`src/rtl/fb_pixel_sink.sv`:
```
// Pixel sink between the line drawer and the VGA framebuffer write port.
// It drops out-of-range and repeated pixels, buffers the rest in a small FIFO, and sweeps the screen on a clear.
module fb_pixel_sink #(
  parameter int                 H_RES      = 160,
  parameter int                 V_RES      = 120,
  parameter int                 ADDR_W     = 15,
  parameter int                 COLOR_W    = 3,
  parameter int                 FIFO_DEPTH = 4,
  parameter logic [COLOR_W-1:0] BG_COLOR   = '0
) (
  input  logic               clk,
  input  logic               reset,
  input  logic               wr_i,
  input  logic [8:0]         x_i,
  input  logic [8:0]         y_i,
  input  logic [COLOR_W-1:0] color_i,
  input  logic               clear_i,
  input  logic               fb_grant_i,
  output logic               fb_we_o,
  output logic [ADDR_W-1:0]  fb_addr_o,
  output logic [COLOR_W-1:0] fb_data_o,
  output logic               ready_o,
  output logic               busy_o,
  output logic [15:0]        drop_cnt_o,
  output logic [1:0]         dbg_state_o
);
  // Handshake: a pixel is taken on any rising edge where wr_i and ready_o are both high;
  // a framebuffer write is issued for the cycle after an edge where fb_grant_i was high and data was pending.

  typedef enum logic [1:0] {RUN = 2'd0, DRAIN = 2'd1, CLEAR = 2'd2} state_t;

  localparam int PTR_W   = (FIFO_DEPTH > 1) ? $clog2(FIFO_DEPTH) : 1;
  localparam int CNT_W   = $clog2(FIFO_DEPTH + 1);
  localparam int ENTRY_W = ADDR_W + COLOR_W;
  localparam int KEY_W   = 18 + COLOR_W;
  localparam int NPIX    = H_RES * V_RES;

  state_t               r_state, w_state_nxt;
  logic [ENTRY_W-1:0]   r_mem [FIFO_DEPTH];
  logic [PTR_W-1:0]     r_wptr, r_rptr;
  logic [CNT_W-1:0]     r_count;
  logic [ADDR_W-1:0]    r_sweep;
  logic                 r_last_vld;
  logic [KEY_W-1:0]     r_last;
  logic [15:0]          r_drop;
  logic                 r_we;
  logic [ADDR_W-1:0]    r_addr;
  logic [COLOR_W-1:0]   r_data;

  logic [ADDR_W-1:0]    w_x, w_y, w_addr;
  logic                 w_ready, w_in_range, w_dup, w_push, w_drop, w_pop;
  logic                 w_sweep_wr, w_sweep_last, w_enter_drain;

  assign w_x = ADDR_W'(x_i);
  assign w_y = ADDR_W'(y_i);

  generate
    if (H_RES == 160) begin : g_addr_shift
      assign w_addr = (w_y << 7) + (w_y << 5) + w_x;
    end else begin : g_addr_mul
      assign w_addr = w_y * ADDR_W'(H_RES) + w_x;
    end
  endgenerate

  assign w_ready      = (r_state == RUN) && (r_count < CNT_W'(FIFO_DEPTH));
  assign w_in_range   = (32'(x_i) < 32'(H_RES)) && (32'(y_i) < 32'(V_RES));
  assign w_dup        = r_last_vld && (r_last == {x_i, y_i, color_i});
  assign w_push       = wr_i && w_ready && w_in_range && !w_dup;
  assign w_drop       = wr_i && !w_dup && (!w_ready || !w_in_range);
  assign w_pop        = (r_count != '0) && fb_grant_i;
  assign w_sweep_wr   = (r_state == CLEAR) && fb_grant_i;
  assign w_sweep_last = (r_sweep == ADDR_W'(NPIX - 1));

  always_comb begin
    w_state_nxt   = r_state;
    w_enter_drain = 1'b0;
    case (r_state)
      RUN: begin
        if (clear_i) begin
          w_state_nxt   = DRAIN;
          w_enter_drain = 1'b1;
        end
      end
      DRAIN: begin
        if (r_count == '0) w_state_nxt = CLEAR;
      end
      CLEAR: begin
        if (w_sweep_wr && w_sweep_last) w_state_nxt = RUN;
      end
      default: w_state_nxt = RUN;
    endcase
  end

  always_ff @(posedge clk) begin
    if (!reset) begin
      r_state    <= RUN;
      r_wptr     <= '0;
      r_rptr     <= '0;
      r_count    <= '0;
      r_sweep    <= '0;
      r_last_vld <= 1'b0;
      r_last     <= '0;
      r_drop     <= '0;
      r_we       <= 1'b0;
      r_addr     <= '0;
      r_data     <= '0;
    end else begin
      r_state <= w_state_nxt;

      if (w_push) r_wptr <= r_wptr + 1'b1;
      if (w_pop)  r_rptr <= r_rptr + 1'b1;
      case ({w_push, w_pop})
        2'b10:   r_count <= r_count + 1'b1;
        2'b01:   r_count <= r_count - 1'b1;
        default: r_count <= r_count;
      endcase

      // The dup flag only survives an unbroken strobe and never crosses a clear.
      if (w_enter_drain || !wr_i) begin
        r_last_vld <= 1'b0;
      end else if (w_push) begin
        r_last_vld <= 1'b1;
        r_last     <= {x_i, y_i, color_i};
      end

      if (w_drop && r_drop != 16'hFFFF) r_drop <= r_drop + 16'd1;

      if (r_state == DRAIN)  r_sweep <= '0;
      else if (w_sweep_wr)   r_sweep <= r_sweep + 1'b1;

      if (w_pop) begin
        r_we             <= 1'b1;
        {r_addr, r_data} <= r_mem[r_rptr];
      end else if (w_sweep_wr) begin
        r_we   <= 1'b1;
        r_addr <= r_sweep;
        r_data <= BG_COLOR;
      end else begin
        r_we <= 1'b0;
      end
    end
  end

  always_ff @(posedge clk) begin
    if (w_push) r_mem[r_wptr] <= {w_addr, color_i};
  end

  assign fb_we_o     = r_we;
  assign fb_addr_o   = r_addr;
  assign fb_data_o   = r_data;
  assign ready_o     = w_ready;
  assign busy_o      = (r_state != RUN);
  assign drop_cnt_o  = r_drop;
  assign dbg_state_o = r_state;
endmodule

```
`config.mk`:
```
export PLATFORM = sky130hd
export DESIGN_NAME = fb_pixel_sink
export DESIGN_NICKNAME = d
export VERILOG_FILES = /design/src/rtl/fb_pixel_sink.sv
export SDC_FILE = /design/constraint.sdc
export NUM_CORES = 1
export LEC_CHECK = 0
export ABC_AREA = 1
export ABC_CLOCK_PERIOD_IN_PS = 2200
export CAP_MARGIN = 10
export CORE_AREA = 2 2 140 142
export DETAILED_ROUTE_END_ITERATION = 12
export DIE_AREA = 0 0 142 144
export PLACE_DENSITY = 0.66
export SYNTH_ARGS = -nofsm -noshare
export SYNTH_HDL_FRONTEND = slang
export SYNTH_SLANG_ARGS = --single-unit
export TNS_END_PERCENT = 100
```
`constraint.sdc`:
```
create_clock -name clk -period 2.2 [get_ports clk]
set_input_delay 0.22 -clock clk [delete_from_list [all_inputs] [get_ports clk]]
set_output_delay 0.22 -clock clk [all_outputs]
set_load 0.005 [all_outputs]
```
==> results.md <==
- Hold-fix buffers, CTS: 0
- Fin area: roughly 0.0095 mm²
- Slew headroom: about two thirds
- I/O Pins: 65
- Total gr overflow: 0
- Flop-to-flop setup slack: around 120 ps
- Fmax: roughly 0.48 GHz
- WL per Instance: 13.7 µm
- Skew final: around 11 ps
- Core region area: approximately 0.019 mm²
- CTS buffer count: 17
- Unrepaired setup endpoints after global routing: yes
- Final Setup Violations: 0
- Clock root cell: clkbuf_16
- P per Cell Area: slightly above 700 mW/mm²
- Worst Max-Slew Pin Slew: just over 500 ps
- Max VDD drop: around 0.55 mV
- Critical path endpoint category: flop
- Clk sink count: between 150 and 200
- Gpl congestion: 0.867
- Final Hold Viols: 0
- Vias in the first global route: 5582
- Area post-placement: about 0.009 mm²
- DPL Wire Length: about 12 mm
- Die X: ~140 µm
- Non-Filler Instances: approximately 1300
- Ys Warns: 0
- Post-Synthesis Net Count: between 900 and 1000
- Height of the die: approximately 140 µm
- Initial antenna violation count: 0
- # port buffers: between 60 and 70
- Vias per inst: about 4.8
- Total track usage: between 15 and 20%
- Status: finished clean
- P&R area growth vs syn: 28.3%
- Setup Crit Path Kind: in -> reg
- Worst skew pair latency: approximately 430 ps
- Cells after Synth: approximately 890
- Post-synth cell types: 41
- Ant diodes: 0
- Critical path startpoint category: primary input
- CTS Buffer Depth: 2
- Synth area leader: edfxtp_1
- Drt drc: 0
- Worst EP required: 2380 ps
- Rows: 51
- Placed cells: between 1000 and 1500
- Worst path arrival time: 2270 ps
- Fill count: roughly 1800
- Routed WL: ~17 mm
- Mapped cell area: about 0.0074 mm²
- TritonCTS clock tree: yes
- Leakage Power: just under 4 nW
- Leading post-synthesis cells by cell area: edfxtp_1, dfxtp_1, nand2_1
- Min-delay worst type: in -> reg
- Yosys top cell area share: slightly below 30%
- First-pass GRT wire length: 28.2 mm
- Die footprint: 0.0204 mm²
- Initial Util: between 30% and 40%
- # nets final: 1070
- FF+latch count, synth: 155
- Max-cap viol count: 0
- Sequential area share after synthesis: between 50% and 60%
- Period utilization: around 95%
- Total iterations of the first detailed-routing run: 5
- Antenna-violating nets left: 0
- Avg Inst Size Synth: between 8 and 9 µm²
- Final max-slew violation count: 0
- H-tree levels: 4
- Vias after detailed routing: slightly above 6000
- Share of cells above drive strength 1: between 10% and 20%
- Reg clk slew, reported paths: 60 ps
- Worst-path fanout max: 4
- Largest net degree at the start of global routing: just under 50
- Min Tclk post-route: approximately 2100 ps
- Initial DRC Count: around 360
-- layout by cell type, fill, tap and decap left out, drive strengths merged --
cell type,n
clkinvlp,4
xor2,14
a221oi,2
clkinv,4
clkdlybuf4s50,54
dlygate4sd2,4
nand2,225
dfxtp,83
bufinv,2
nor3,10
o311ai,2
a31oi,2
o211ai,12
ha,22
xnor2,6
nor3b,1
o21ai,46
nor2,111
clkbuf,23
fa,4
nor4,5
nand4,8
edfxtp,72
a41oi,1
nand3,44
o22ai,4
dlymetal6s2s,6
inv,119
a21oi,64
buf,77
-- logic make-up (layout without fill, tap and decap cells) --
logic type	after synthesis	count (layout)	share of synthesized area, %
AND/OR/NAND/NOR	404	404	23.1
adder cells (fa/ha/maj)	26	26	4.79
flip-flops	155	155	51.6
buffers and inverters	148	293	8.34
XOR/XNOR	20	20	2.36
AO/OA/AOI/OAI	133	133	9.84
-- worst paths after layout --
kind / startpoint / cells past startpoint / to
worst max-delay path: y_i[5] / 9 / r_mem[0][14]
worst min-delay path: x_i[0] / 1 / r_mem[1][3]
worst max register to register: r_last[16] / 15 / r_count[2]
worst min register to register: r_last[11] / 2 / r_last[11]
-- cells in the mapped netlist (all sizes together) --
| library cell | n |
|---|---|
| nand2 | 225 |
| inv | 119 |
| nor2 | 111 |
| dfxtp | 83 |
| edfxtp | 72 |
| a21oi | 64 |
| o21ai | 46 |
| nand3 | 44 |
| ha | 22 |
| buf | 18 |
| xor2 | 14 |
| o211ai | 12 |
| clkbuf | 10 |
| nor3 | 10 |
| nand4 | 8 |
| xnor2 | 6 |
| nor4 | 5 |
| fa | 4 |
| o22ai | 4 |
| a221oi | 2 |
| a31oi | 2 |
| o311ai | 2 |
| a41oi | 1 |
| clkinv | 1 |
| nor3b | 1 |
-- what timing repair did --
item / 4_1_cts / 5_1_grt
setup buffers: 0 / 1
pin swaps: 4 / 13
cloned: 0 / 0
resized for setup: 10 / 27
setup endpoints to repair: 21 / 26
endpoints found under the hold margin: 0 / 0
-- registers in the layout (all words and copies together), names as in the netlist, 2 cells and up, named ones only --
| name | cells |
|---|---|
| fb_addr_o | 15 |
| r_rptr | 2 |
| dbg_state_o | 2 |
| r_wptr | 2 |
| r_last | 21 |
| r_count | 3 |
| r_sweep | 15 |
| fb_data_o | 3 |
| drop_cnt_o | 16 |
| r_mem | 72 |
-- per-layer routing --
| metal | track usage [%] | up-vias | wire, µm |
|---|---|---|---|
| met2 | 28.4 | 142 | 8040 |
| met3 | 3.64 | 18 | 781 |
| li1 | - | 3145 | - |
| met4 | 5.74 | 0 | 262 |
| met5 | 0 | - | 0 |
| met1 | 24.3 | 2748 | 8320 |
-- metrics by stage --
| step | power [mW] | setup TNS, ps | worst slack, ps | util [%] | hold WS [ps] |
|---|---|---|---|---|---|
| finish | 6.87 | 0 | 105 | 49.9 | 154 |
| global route | 7.15 | -324 | -85.3 | 49.9 | 184 |
| CTS | 6.91 | 0 | 1.96 | 49.4 | 234 |
| detailed placement | 3.98 | -21500 | -537 | 46.3 | 441 |
| global placement | 3.97 | -20330 | -496 | 46.3 | 437 |
| floorplan | 3.57 | -5620 | -78.0 | - | 319 |
-- power by group --
part           switching [mW]  internal (mW)
sequential             0.0230           3.11
combinational           0.440          0.374
clock                    1.16           1.77
-- area by class of cell --
cell class	count	area [µm²]	share of cell area [%]
clock inverters	9	113	1.18
flip-flops and latches	155	3830	40.2
clock buffers	23	479	5.04
inverters	120	452	4.75
well taps	238	298	3.13
multi-input cells	583	3050	32.1
repair buffers	141	1290	13.6
-- worst max-delay path: stages --
cell,delay (ps)
clkdlybuf4s50_1,470
buf_4,180
ha_1,290
ha_1,350
a21oi_2,140
o21ai_0,100
a41oi_1,260
xor2_1,110
buf_4,150
Note: power is estimated with default switching activity, not from simulation.
==> variant 1, RTL diff (same flow settings) <==
The parameter `FIFO_DEPTH` goes from 4 to 8.
--- a/src/rtl/fb_pixel_sink.sv
+++ b/src/rtl/fb_pixel_sink.sv
@@ -5,7 +5,7 @@
   parameter int                 V_RES      = 120,
   parameter int                 ADDR_W     = 15,
   parameter int                 COLOR_W    = 3,
-  parameter int                 FIFO_DEPTH = 4,
+  parameter int                 FIFO_DEPTH = 8,
   parameter logic [COLOR_W-1:0] BG_COLOR   = '0
 ) (
   input  logic               clk,
Formal check against the unedited RTL: not equivalent (a bounded check fails within 10 cycles, from zero or initial values and one cycle with reset low).
==> variant 1 against the original RTL <==
- sequential cell count is 76 higher
- total power is 77% higher
- non-clock buffer count is 8 higher
- critical path type is now flop to flop
- largest power group unchanged
- synthesized area is 39% higher
- design area is 35% higher
- worst setup slack worse by 97 ps
- largest cell class unchanged
- combinational power grew to 3.7 times the old value
- wire length is 39% higher
==> variant 1: results (changes against the original RTL) <==
[outcome]
status=finished, final reports clean  ; unchanged

[yosys]
seq_area_frac_synth=0.590  ; was 0.516
synth_edf_count=144  ; was 72
syn-num-nets=1072  ; was 938
synth_cell_type_count=47  ; was 41
synth_area_leaders=edfxtp_1 42%, dfxtp_1 17%, nand2_1 6.2%, nor2_1 5.0%, o21ai_0 4.0%  ; was edfxtp_1 29%, dfxtp_1 22%, nand2_1 11%, inv_1 5.6%, nor2_1 5.4%
synth.top_cells.by_count=169 x nand2_1, 144 x edfxtp_1, 136 x nor2_1, 87 x dfxtp_1, 83 x o21ai_0  ; was 223 x nand2_1, 111 x inv_1, 107 x nor2_1, 83 x dfxtp_1, 72 x edfxtp_1
synthArstFlopShare=0  ; unchanged

[route]
totalWireLength_um=24200  ; was 17,400 um
via_per_inst=5.44  ; was 4.77
drt_first_pass_iters=4  ; was 5
drt_iter0_drc=475  ; was 361

[global_routing]
grt_pass1_wl_um=38100  ; was 28,200 um
first_global_vias=7391  ; was 5,582
grt_max_degree=73  ; was 49
grt_use_total=0.239  ; was 0.178

[power]
leakage_uw=0.00481  ; was 0.00396 uW
peakVddDrop_uv=526  ; was 550 uV

[cells_and_area]
fillCellCount=1440  ; was 1,775
top_register=r_mem  ; unchanged
fin_nets=1206  ; was 1,070
largest_reg_flops=144  ; was 72
diodes=0  ; unchanged
drive_gt1_frac=0.172  ; was 0.146

[critical_path]
crit_type=flop to flop  ; was input port to flop
crit_path_max_incr_delay_ps=330  ; was 470 ps
r2r_setup_slack_ps=8  ; was 120 ps
cp_max_fo=7  ; was 4
r2r_start=dbg_state_o[0]$_SDFFE_PN0P_  ; was r_last[16]$_SDFFE_PN0P_
rr_endpoint=r_mem[2][10]$_DFFE_PP_  ; was r_count[2]$_SDFFE_PN0P_
critPathTopFamily=simple AND/OR/NAND/NOR gates  ; was buffers and inverters
slowest_stage=dfxtp_2  ; was clkdlybuf4s50_1
critPathArrivalTime_ps=2390  ; was 2270 ps
reg2reg_depth=10  ; was 15

[placement]
gp_congestion=0.876  ; was 0.867
dpl_cell_area_um2=11800  ; was 8830 um^2
place_hpwl_um=15700  ; was 12,400 um

[cts]
cts_buffers=25  ; was 17
clock_latency_ps=510  ; was 430 ps
ctsHtreeMaxLevel=1  ; was 4
clockBufferDepth=3  ; was 2

[sta]
clock_skew_ps=20.0  ; was 10.8 ps
worstMarginPinSlew_ps=564  ; was 512 ps

==> variant 1: changes by cell type after synthesis, sizes merged, moves of 32 or more <==
cell    change
o21ai      +39
nand2      -53
inv        -32
mux2i      +33
nor2       +32
o221ai     +33
edfxtp     +72
==> variant 1: cell families (layout without fill, tap and decap cells) <==
group / count (synthesis) / count (layout) / synth area share
AND/OR/NAND/NOR: 384 / 384 / 0.162
adder cells (fa/ha/maj): 25 / 25 / 0.0326
XOR/XNOR: 27 / 27 / 0.0230
AO/OA/AOI/OAI: 189 / 189 / 0.108
flip-flops: 231 / 231 / 0.590
buffers and inverters: 132 / 284 / 0.0528
multiplexers: 33 / 33 / 0.0321
==> variant 1: final cells by class <==
class	instances	area share
flip-flops and latches	231	0.472
multi-input cells	658	0.304
repair buffers	149	0.113
clock buffers	33	0.0528
inverters	90	0.0263
well taps	238	0.0231
clock inverters	12	0.00923
==> variant 1: per-layer routing <==
layer	up-vias	GRT usage	part of all wire
met5	-	0	0
met4	0	0.0705	0.025
met3	42	0.0341	0.053
met2	224	0.421	0.50
met1	3622	0.310	0.42
li1	3792	-	-
==> variant 1: per-stage QoR <==
step / total power [uW] / utilization / instances / worst slack, ps
after global placement: 7970 / 0.618 / 1359 / -699
after global routing: 12700 / 0.675 / 1411 / -88.7
after detailed placement: 8010 / 0.618 / 1359 / -761
final: 12100 / 0.675 / 1411 / 7.67
after floorplan: 6780 / - / 1021 / -222
after CTS: 12100 / 0.667 / 1409 / -13.5
==> variant 1: power breakdown <==
part	total (uW)	internal (uW)	switching [uW]
logic	2980	1280	1700
clock network	4050	2410	1640
registers	5110	4940	169
total	12100	8620	3510
==> variant 1: worst reg2reg max path, cell delays in order (launching register included) <==
cell and delay [ps]:
dfxtp_2 330, nor2_4 130, nand2_4 80, nor3_4 190
o21ai_2 90, clkinv_2 70, nand3_4 100, buf_6 140
or2_4 290, nor3_4 250, buf_6 210
==> variant 1: timing repair <==
| action | CTS | global route |
|---|---|---|
| resized for setup | 22 | 42 |
| buffers inserted | 5 | 2 |
| setup endpoints to repair | 126 | 203 |
| pin swaps | 12 | 25 |
| hold endpoints to repair | 0 | 0 |
==> variant 1: worst min-delay path by stage <==
stage / slack, ps / endpoint / cells past startpoint / start
floorplan: 320 / r_mem[0][0]$_DFFE_PP_ / 0 / color_i[0]
global placement: 450 / r_last[11]$_SDFFE_PN0P_ / 2 / r_last[11]$_SDFFE_PN0P_
detailed placement: 450 / flop / 2 / r_rptr[2]$_SDFFE_PN0P_
CTS: 210 / r_last[19]$_SDFFE_PN0P_ / 4 / x_i[7]
global route: 180 / r_last[5]$_SDFFE_PN0P_ / 4 / y_i[2]
finish: 140 / r_last[5]$_SDFFE_PN0P_ / 4 / y_i[2]
==> variant 2, RTL diff (config.mk and constraints unchanged) <==
Made on the original files. Register the output `drop_cnt_o` once more, without a reset; this adds one clock of latency there. The other outputs are not delayed to match.
--- a/src/rtl/fb_pixel_sink.sv
+++ b/src/rtl/fb_pixel_sink.sv
@@ -150,7 +150,9 @@
   assign fb_data_o   = r_data;
   assign ready_o     = w_ready;
   assign busy_o      = (r_state != RUN);
-  assign drop_cnt_o  = r_drop;
+  always_ff @(posedge clk) begin
+    drop_cnt_o <= r_drop;
+  end
   assign dbg_state_o = r_state;
 endmodule
 
Function: changed (Yosys sat finds a counterexample within 4 cycles, from zero or initial values and one cycle with reset low).
==> variant 2 against the original RTL <==
- clock power decreased by 4%
- first-iteration DRC count increased by 7.8%
- global-route usage decreased by 0.38 points
- via count increased by 1.1%
- sequential cell count increased by 16
- die area unchanged
- clock skew decreased by 3.7 ps
- worst hold slack improved by 21 ps
- largest power group unchanged
- total power increased by 14%
- worst setup slack got worse by 28 ps
- wire length decreased by 2.9%
- synthesized area increased by 4.8%
- design area increased by 3.2%
- count of clock-buffer cells in the layout decreased by 4
==> variant 2: results (changes against the original RTL) <==
[power]
leakage_uw=0.00406  ; was 0.00396 uW
peakVddDrop_uv=573  ; was 550 uV

[cts]
ctsHtreeMaxLevel=4  ; unchanged
clockBufferDepth=2  ; unchanged
cts.sinks=171  ; was 155
cts_root_buf=clkbuf_16  ; unchanged
clock_latency_ps=430  ; about the same
cts_buffers=17  ; unchanged
clk_pin_slew_ps=70

[yosys]
synth.top_cells.by_count=226 x nand2_1, 115 x inv_1, 99 x dfxtp_1, 88 x nor2_1, 72 x edfxtp_1  ; was 223 x nand2_1, 111 x inv_1, 107 x nor2_1, 83 x dfxtp_1, 72 x edfxtp_1
syn-num-nets=960  ; was 938
synth_area_leaders=edfxtp_1 28%, dfxtp_1 26%, nand2_1 11%, inv_1 5.6%, nor2_1 4.3%  ; was edfxtp_1 29%, dfxtp_1 22%, nand2_1 11%, inv_1 5.6%, nor2_1 5.4%
synthArstFlopShare=0  ; unchanged
synth_edf_count=72  ; unchanged
synth_warnings=0  ; unchanged
seq_area_frac_synth=0.533  ; was 0.516
synth_ff_type=dfxtp_1  ; unchanged
synth_cell_type_count=42  ; was 41

[critical_path]
critPathArrivalTime_ps=2250  ; was 2270 ps
cp_max_fo=18  ; was 4
crit_path_max_incr_delay_ps=320  ; was 470 ps
critPathTopFamily=simple AND/OR/NAND/NOR gates  ; was buffers and inverters
slowest_stage=dfxtp_1  ; was clkdlybuf4s50_1

[placement]
gp_congestion=0.845  ; was 0.867
numPortBuffers=64  ; unchanged
dpl_cell_area_um2=9170  ; was 8830 um^2
place_hpwl_um=11600  ; was 12,400 um

[route]
drt_first_pass_iters=4  ; was 5
vias=6122  ; was 6,053
drt_iter0_drc=389  ; was 361
totalWireLength_um=16900  ; was 17,400 um

[global_routing]
antenna_found_initial=0  ; unchanged
grt_pass1_wl_um=27900  ; was 28,200 um
first_global_vias=5695  ; was 5,582
grt_max_degree=49  ; unchanged
grt_use_total=0.174  ; was 0.178

[outcome]
status=finished, final reports clean  ; unchanged

[worst_hold_path]
hp-class=input port to flop  ; unchanged

[cells_and_area]
largest_reg_flops=72  ; unchanged
fillCellCount=1791  ; was 1,775
drive_gt1_frac=0.155  ; was 0.146
top_regs=r_mem (72), r_last (21)
fin_nets=1087  ; was 1,070

[sta]
slew_headroom=0.656  ; was 0.659
clock_skew_ps=7.09  ; was 10.8 ps

[variant 2: cell count changes in the layout (fill, tap and decap cells not counted), sizes merged, moves of 4 or more]
cell / change
nor2: -7
dfxtp: +16
o21ai: -5
inv: +10
buf: -6
nand3: +6
clkbuf: -4
[variant 2: per-layer routing]
layer | GRT usage | up-vias | wire (um)
met5 | 0 | - | 0
met4 | 0.0532 | 0 | 128
met3 | 0.0321 | 12 | 717
met2 | 0.282 | 146 | 7820
met1 | 0.238 | 2764 | 8240
li1 | - | 3200 | -
[variant 2: metrics by stage]
stage / util / std cells / power, uW / setup slack [ps]
3_5_place_dp: 0.481 / 1252 / 5020 / -556
6_report: 0.515 / 1286 / 7810 / 76.8
4_1_cts: 0.511 / 1284 / 7830 / 7.17
3_3_place_gp: 0.481 / 1252 / 5000 / -540
2_1_floorplan: - / 908 / 4380 / -42.3
5_1_grt: 0.515 / 1286 / 8180 / -55.2
[variant 2: cell families (layout without fill, tap and decap cells)]
group	Yosys count	after routing	synth area share
xor gates and xnor gates	25	25	0.0282
DFF	171	171	0.533
and+or+nand+nor	408	408	0.225
buffers and inverters	150	290	0.0776
adders and majority gates	26	26	0.0457
AOI/OAI and AO/OA	128	128	0.0900
[variant 2: power breakdown]
part	switching, uW	internal [uW]
clock	1300	1510
combinational	830	628
sequential	67.8	3470
total	2200	5610
[variant 2: final cells by class]
class                           count  area [um^2]  share of cell area
Sequential cell                   171         4150               0.423
Multi-Input combinational cell    587         3090               0.314
Timing Repair Buffer              135         1270               0.130
Inverter                          123          463              0.0471
Clock buffer                       19          443              0.0451
Tap cell                          238          298              0.0303
Clock inverter                     13          108              0.0110
[variant 2: what timing repair did]
| action | 4_1_cts | 5_1_grt |
|---|---|---|
| pin swaps | 6 | 11 |
| cloned | 0 | 0 |
| setup endpoints to repair | 20 | 18 |
| gates resized for setup | 9 | 29 |
| buffers inserted | 0 | 2 |
[variant 2: tightest hold or removal path, stage by stage]
cell and delay [ps]:
dlymetal6s2s_1 180, nor2_1 120, nor2_1 50
[variant 2: worst paths after layout]
kind | start | endpoint | slack (ps) | depth (start not counted)
worst min register to register | r_drop[13]$_SDFFE_PN0P_ | drop_cnt_o[13]$_DFF_P_ | 390 | 0
worst min-delay path | x_i[6] | r_last[18]$_SDFFE_PN0P_ | 180 | 3
worst max register to register | dbg_state_o[0]$_SDFFE_PN0P_ | r_mem[3][12]$_DFFE_PP_ | 80 | 10
worst max-delay path | dbg_state_o[0]$_SDFFE_PN0P_ | r_mem[3][12]$_DFFE_PP_ | 80 | 10
